$ cat config.mk
export PLATFORM = sky130hd
export DESIGN_NAME = instruction_fetch_stage_flat
export DESIGN_NICKNAME = d
export VERILOG_FILES = /design/src/rtl/instruction_fetch_stage_if.sv /design/src/rtl/instruction_fetch_stage.sv /design/src/flat_wrapper.sv
export SDC_FILE = /design/constraint.sdc
export NUM_CORES = 1
export LEC_CHECK = 0
export ABC_AREA = 1
export CAP_MARGIN = 10
export CORE_MARGIN = 2
export CORE_UTILIZATION = 38
export DETAILED_ROUTE_END_ITERATION = 6
export PLACE_DENSITY = 0.78
export SYNTH_ARGS = -nofsm -noshare
export SYNTH_HDL_FRONTEND = slang
export SYNTH_SLANG_ARGS = --single-unit
$ cat constraint.sdc
create_clock -name clk -period 2.8 [get_ports clk]
set_clock_uncertainty 0.05 [all_clocks]
set_input_delay 0.28 -clock clk [delete_from_list [all_inputs] [get_ports clk]]
set_output_delay 0.28 -clock clk [all_outputs]
set_load 0.03 [all_outputs]
$ cat src/rtl/instruction_fetch_stage_if.sv
// Fetch-stage bundle: hazard controls, redirect targets, instruction-memory port,
// IF/ID register outputs and fetch statistics.
interface instruction_fetch_stage_if;
    logic        stall;
    logic        flush;
    logic        branch;
    logic [31:0] branch_target;
    logic        jump;
    logic [31:0] jump_target;
    logic [31:0] instruction;
    logic [31:0] address;
    logic [31:0] ifid_instruction;
    logic [31:0] ifid_pcplus4;
    logic        ifid_valid;
    logic [31:0] fetch_count;
    logic [31:0] stall_count;

    // The fetch stage itself.
    modport master (
        input  stall, flush, branch, branch_target, jump, jump_target, instruction,
        output address, ifid_instruction, ifid_pcplus4, ifid_valid, fetch_count, stall_count
    );

    // Hazard unit, branch/jump resolution and instruction memory.
    modport slave (
        output stall, flush, branch, branch_target, jump, jump_target, instruction,
        input  address, ifid_instruction, ifid_pcplus4, ifid_valid, fetch_count, stall_count
    );
endinterface

$ cat src/rtl/instruction_fetch_stage.sv
// MIPS fetch stage: PC register, redirect/stall handling and the IF/ID register.
// Define FETCH_STATS_EN to build the fetch and stall counters.
module instruction_fetch_stage #(
    parameter logic [31:0] RESET_PC = 32'h0000_0000,
    parameter logic [31:0] NOP_WORD = 32'h0000_0000
) (
    input  logic                       clk,
    input  logic                       rst,
    instruction_fetch_stage_if.master  bus
);

    typedef enum logic {FILL, RUN} fetch_state_t;

    fetch_state_t state_reg;
    logic [31:0]  pc_reg;
    logic [31:0]  pc_next;
    logic [31:0]  pc_plus4;
    logic [31:0]  ifid_instr_reg;
    logic [31:0]  ifid_pcplus4_reg;
    logic         ifid_valid_reg;
    logic         ifid_load;

    assign pc_plus4  = pc_reg + 32'd4;
    assign ifid_load = !bus.flush && !bus.stall;

    // Redirects outrank stall so a resolved control transfer is never dropped.
    always_comb begin
        pc_next = pc_plus4;
        if (bus.branch)
            pc_next = {bus.branch_target[31:2], 2'b00};
        else if (bus.jump)
            pc_next = {bus.jump_target[31:2], 2'b00};
        else if (bus.stall)
            pc_next = pc_reg;
    end

    always_ff @(posedge clk or posedge rst) begin
        if (rst) begin
            state_reg        <= FILL;
            pc_reg           <= RESET_PC;
            ifid_instr_reg   <= NOP_WORD;
            ifid_pcplus4_reg <= 32'h0;
            ifid_valid_reg   <= 1'b0;
        end else begin
            pc_reg <= pc_next;
            if (bus.flush) begin
                ifid_instr_reg   <= NOP_WORD;
                ifid_pcplus4_reg <= 32'h0;
                ifid_valid_reg   <= 1'b0;
            end else if (!bus.stall) begin
                ifid_instr_reg   <= bus.instruction;
                ifid_pcplus4_reg <= pc_plus4;
                ifid_valid_reg   <= 1'b1;
            end
            case (state_reg)
                FILL:    if (ifid_load) state_reg <= RUN;
                RUN:     state_reg <= RUN;
                default: state_reg <= FILL;
            endcase
        end
    end

    assign bus.address          = pc_reg;
    assign bus.ifid_instruction = ifid_instr_reg;
    assign bus.ifid_pcplus4     = ifid_pcplus4_reg;
    assign bus.ifid_valid       = ifid_valid_reg;

`ifdef FETCH_STATS_EN
    logic [31:0] fetch_count_reg;
    logic [31:0] stall_count_reg;

    // Stall cycles are only counted once the pipeline has left the reset fill.
    always_ff @(posedge clk or posedge rst) begin
        if (rst) begin
            fetch_count_reg <= 32'h0;
            stall_count_reg <= 32'h0;
        end else begin
            if (ifid_load)
                fetch_count_reg <= fetch_count_reg + 32'd1;
            if (state_reg == RUN && bus.stall && !bus.flush)
                stall_count_reg <= stall_count_reg + 32'd1;
        end
    end

    assign bus.fetch_count = fetch_count_reg;
    assign bus.stall_count = stall_count_reg;
`else
    assign bus.fetch_count = 32'h0;
    assign bus.stall_count = 32'h0;
`endif

endmodule

$ cat src/flat_wrapper.sv
// flat-port wrapper written by rule: the top's interface ports become plain ports
module instruction_fetch_stage_flat 
#(
    parameter logic [31:0] RESET_PC = 32'h0000_0000,
    parameter logic [31:0] NOP_WORD = 32'h0000_0000
)
  (clk, rst, bus_stall, bus_flush, bus_branch, bus_branch_target, bus_jump, bus_jump_target, bus_instruction, bus_address, bus_ifid_instruction, bus_ifid_pcplus4, bus_ifid_valid, bus_fetch_count, bus_stall_count);
  instruction_fetch_stage_if bus_i ();
  input  logic clk;
  input  logic rst;
  input wire logic [$bits(bus_i.stall)-1:0] bus_stall;
  input wire logic [$bits(bus_i.flush)-1:0] bus_flush;
  input wire logic [$bits(bus_i.branch)-1:0] bus_branch;
  input wire logic [$bits(bus_i.branch_target)-1:0] bus_branch_target;
  input wire logic [$bits(bus_i.jump)-1:0] bus_jump;
  input wire logic [$bits(bus_i.jump_target)-1:0] bus_jump_target;
  input wire logic [$bits(bus_i.instruction)-1:0] bus_instruction;
  output wire logic [$bits(bus_i.address)-1:0] bus_address;
  output wire logic [$bits(bus_i.ifid_instruction)-1:0] bus_ifid_instruction;
  output wire logic [$bits(bus_i.ifid_pcplus4)-1:0] bus_ifid_pcplus4;
  output wire logic [$bits(bus_i.ifid_valid)-1:0] bus_ifid_valid;
  output wire logic [$bits(bus_i.fetch_count)-1:0] bus_fetch_count;
  output wire logic [$bits(bus_i.stall_count)-1:0] bus_stall_count;
  assign bus_i.stall = bus_stall;
  assign bus_i.flush = bus_flush;
  assign bus_i.branch = bus_branch;
  assign bus_i.branch_target = bus_branch_target;
  assign bus_i.jump = bus_jump;
  assign bus_i.jump_target = bus_jump_target;
  assign bus_i.instruction = bus_instruction;
  assign bus_address = bus_i.address;
  assign bus_ifid_instruction = bus_i.ifid_instruction;
  assign bus_ifid_pcplus4 = bus_i.ifid_pcplus4;
  assign bus_ifid_valid = bus_i.ifid_valid;
  assign bus_fetch_count = bus_i.fetch_count;
  assign bus_stall_count = bus_i.stall_count;
  instruction_fetch_stage #(.RESET_PC(RESET_PC), .NOP_WORD(NOP_WORD)) u_core (.clk(clk), .rst(rst), .bus(bus_i));
endmodule
==> flow_metrics.tcl <==
set metrics [dict create \
    status "completed" \
    die_h_um 126 \
    synth-seq-cells 94 \
    max_cap_violations 0 \
    period_needed_ns 1.90 \
    grt_max_degree 63 \
    power_frac_seq 0.397 \
    power.total_mw 4.01 \
    p_sw_mw 1.38 \
    vias_per_cell 4.77 \
    p_int_mw 2.63 \
    antenna_found_initial 0 \
    startpoint_type "flip-flop" \
    rsz0062_at_grt "false" \
    cp.required_ns 2.47 \
    syn_area_um2 5690 \
    path_clk_slew_ns 0.07 \
    p_comb_frac 0.297 \
    finalCritPeriodShare 0.680 \
    cts_resized 0 \
    hold_path.class "input pin to flip-flop" \
    crit_path_max_incr_delay_ns 0.74 \
    path_cells "clkdlybuf4s50_1" \
    swShare 0.345 \
    fp.dieW_um 126 \
    overflow 0 \
    drt_pass1_iterations 6 \
    hold_viol_final 0 \
    via_count 5471 \
    cts_setup_buffers 0 \
    avgSynthCellArea_um2 7.25 \
    die-area_um2 16000 \
    place_ws_ns 0.744 \
    clk_latency_ns 0.34 \
    slew_headroom 0.550 \
    hold_buffers 0 \
    io_pins 263 \
    drt-initial-drc-count 423 \
    clockBufferDepth 2 \
    synth_edf_count 0 \
    largest_reg_flops 32 \
    cpMaxStageDelayCell "clkdlybuf4s50_1" \
    layout.nets 1063 \
    drc_errors 0 \
    tns_ns 0 \
    initial_utilization 0.390 \
    synthCells 784 \
    path_buf_inv 1 \
    power_density_nw_per_um2 513 \
    fin_ws_ns 0.895 \
    gp_congestion 0.867 \
    diodes 0 \
    yosys_most_used_dff "dfrtp_1" \
    rows 44 \
    async_reset_ff_frac 1.00 \
    crit_family "buffers and inverters" \
    yosys_warnings 0 \
    track_usage 0.209 \
    grt_pass1_wl_um 26600 \
    place_hpwl_um 12600 \
    cts_made_buffers 9 \
    cts_tree "yes" \
    core-area_um2 14600 \
    slew_violations 0 \
    cp-end-kind "output port" \
    yosysUniqueCellTypes 33 \
    clock.fmax_ghz 0.525 \
    clock_power_share 0.306 \
    grt_pass1_vias 5163 \
    cp_max_fo 7 \
    drive_gt1_frac 0.0612 \
    ant_nets 0 \
    p_leak_nw 3.84 \
    port_buffers 192 \
    setup_viol_count_final 0 \
    areaGrowthSynthToFinish_pct 37.5 \
    clkSinkCount 94 \
    synth_seq_area_share 0.414 \
    wire_per_inst_um 14.6 \
    peakVddDrop_mv 0.279 \
    crit_type "flip-flop to output port" \
    wl_um 16800 \
    root_buffer "clkbuf_16" \
    crit_arrival_ns 1.57 \
    cts_max_level 3 \
    worst-slew-pin-transition_ns 0.674 \
]
[final timing paths]
| check | from | end | slack, ns | cells past startpoint |
|---|---|---|---|---|
| worst max-delay path | u_core.bus.address[4] | bus_address[4] | 0.90 | 1 |
| worst min-delay path | bus_stall | u_core.bus.ifid_instruction[27] | 0.20 | 3 |
| worst max register to register | u_core.bus.address[2] | u_core.bus.address[14] | 0.92 | 10 |
| worst min register to register | u_core.bus.ifid_pcplus4[27] | u_core.bus.ifid_pcplus4[27] | 0.46 | 2 |
| max in group asynchronous | rst | u_core.bus.address[10] | 1.69 | 3 |
| min in group asynchronous | rst | u_core.bus.ifid_instruction[9] | 0.32 | 2 |
[cells by family (layout without fill, tap and decap cells)]
| group | Yosys count | after routing | synth area share |
|---|---|---|---|
| compound gates | 80 | 80 | 0.0783 |
| other cells | 1 | 66 | 0.000660 |
| buf+inv | 143 | 258 | 0.141 |
| simple gates | 455 | 455 | 0.347 |
| flops | 94 | 94 | 0.414 |
| fa+ha+maj | 1 | 1 | 0.00220 |
| xor+xnor | 10 | 10 | 0.0167 |
[worst reg2reg max path: stages, from the launching register on]
cell	delay (ns)
dfrtp_1	0.49
ha_1	0.27
nand2_2	0.09
nor2_4	0.15
nand2_4	0.12
nor2_4	0.11
xor2_1	0.26
nand2_1	0.11
nand2_1	0.07
nand2_1	0.05
nand2_1	0.05
[layout by cell type, fill, tap and decap left out, drive strengths merged]
| cell | instances |
|---|---|
| nor2 | 108 |
| clkdlybuf4s50 | 190 |
| inv | 38 |
| a21oi | 47 |
| nand2 | 251 |
| conb | 66 |
| xnor2 | 3 |
| buf | 13 |
| clkinv | 4 |
| o22ai | 3 |
| ha | 1 |
| nor3 | 1 |
| clkinvlp | 1 |
| a22oi | 5 |
| nand3 | 93 |
| o211ai | 1 |
| and2 | 2 |
| dfrtp | 94 |
| o21a | 2 |
| o21ai | 20 |
| xor2 | 7 |
| a31o | 1 |
| clkbuf | 11 |
| a21o | 1 |
| bufinv | 1 |
[metal layers]
metal / share of wire / up-vias / track usage / routed length (µm)
met1: 0.45 / 2496 / 0.284 / 7580
met3: 0.070 / 23 / 0.0489 / 1180
met5: 0 / - / 0 / 0
li1: - / 2727 / - / -
met2: 0.46 / 225 / 0.330 / 7740
met4: 0.018 / 0 / 0.0698 / 304
[cell type report]
type / instances / area, µm²
Fill cell: 1391 / 6770
Multi-Input combinational cell: 612 / 2780
Sequential cell: 94 / 2350
Timing Repair Buffer: 203 / 2010
Clock buffer: 11 / 243
Tap cell: 184 / 230
Inverter: 40 / 153
Clock inverter: 4 / 47.5
[metrics by stage]
step / hold slack [ns] / util / area, µm² / cells
floorplan: 0.296 / - / 5930 / 849
global placement: 0.430 / 0.516 / 7530 / 1133
detailed placement: 0.443 / 0.516 / 7530 / 1133
CTS: 0.187 / 0.536 / 7820 / 1148
global route: 0.217 / 0.536 / 7820 / 1148
finish: 0.203 / 0.536 / 7820 / 1148
[cells in the mapped netlist (all sizes together), types with 2 or more instances]
cell type / number / area share
o22ai: 3 / 0.0033
a22oi: 5 / 0.0066
and2: 2 / 0.0022
xnor2: 3 / 0.0046
clkinv: 2 / 0.0013
xor2: 7 / 0.012
nor2: 108 / 0.087
nand3: 93 / 0.085
nand2: 251 / 0.17
o21ai: 20 / 0.018
clkbuf: 21 / 0.014
a21oi: 47 / 0.044
inv: 38 / 0.025
buf: 82 / 0.10
dfrtp: 94 / 0.41
o21a: 2 / 0.0026
[power by group through the flow]
stage	logic [mW]	registers, mW	clock network (mW)
2_1_floorplan	0.547	1.81	0
3_3_place_gp	1.18	1.61	0
3_5_place_dp	1.19	1.61	0
4_1_cts	1.20	1.59	1.26
5_1_grt	1.28	1.61	1.32
6_report	1.19	1.59	1.23
Note: power is estimated with default switching activity, not from simulation.
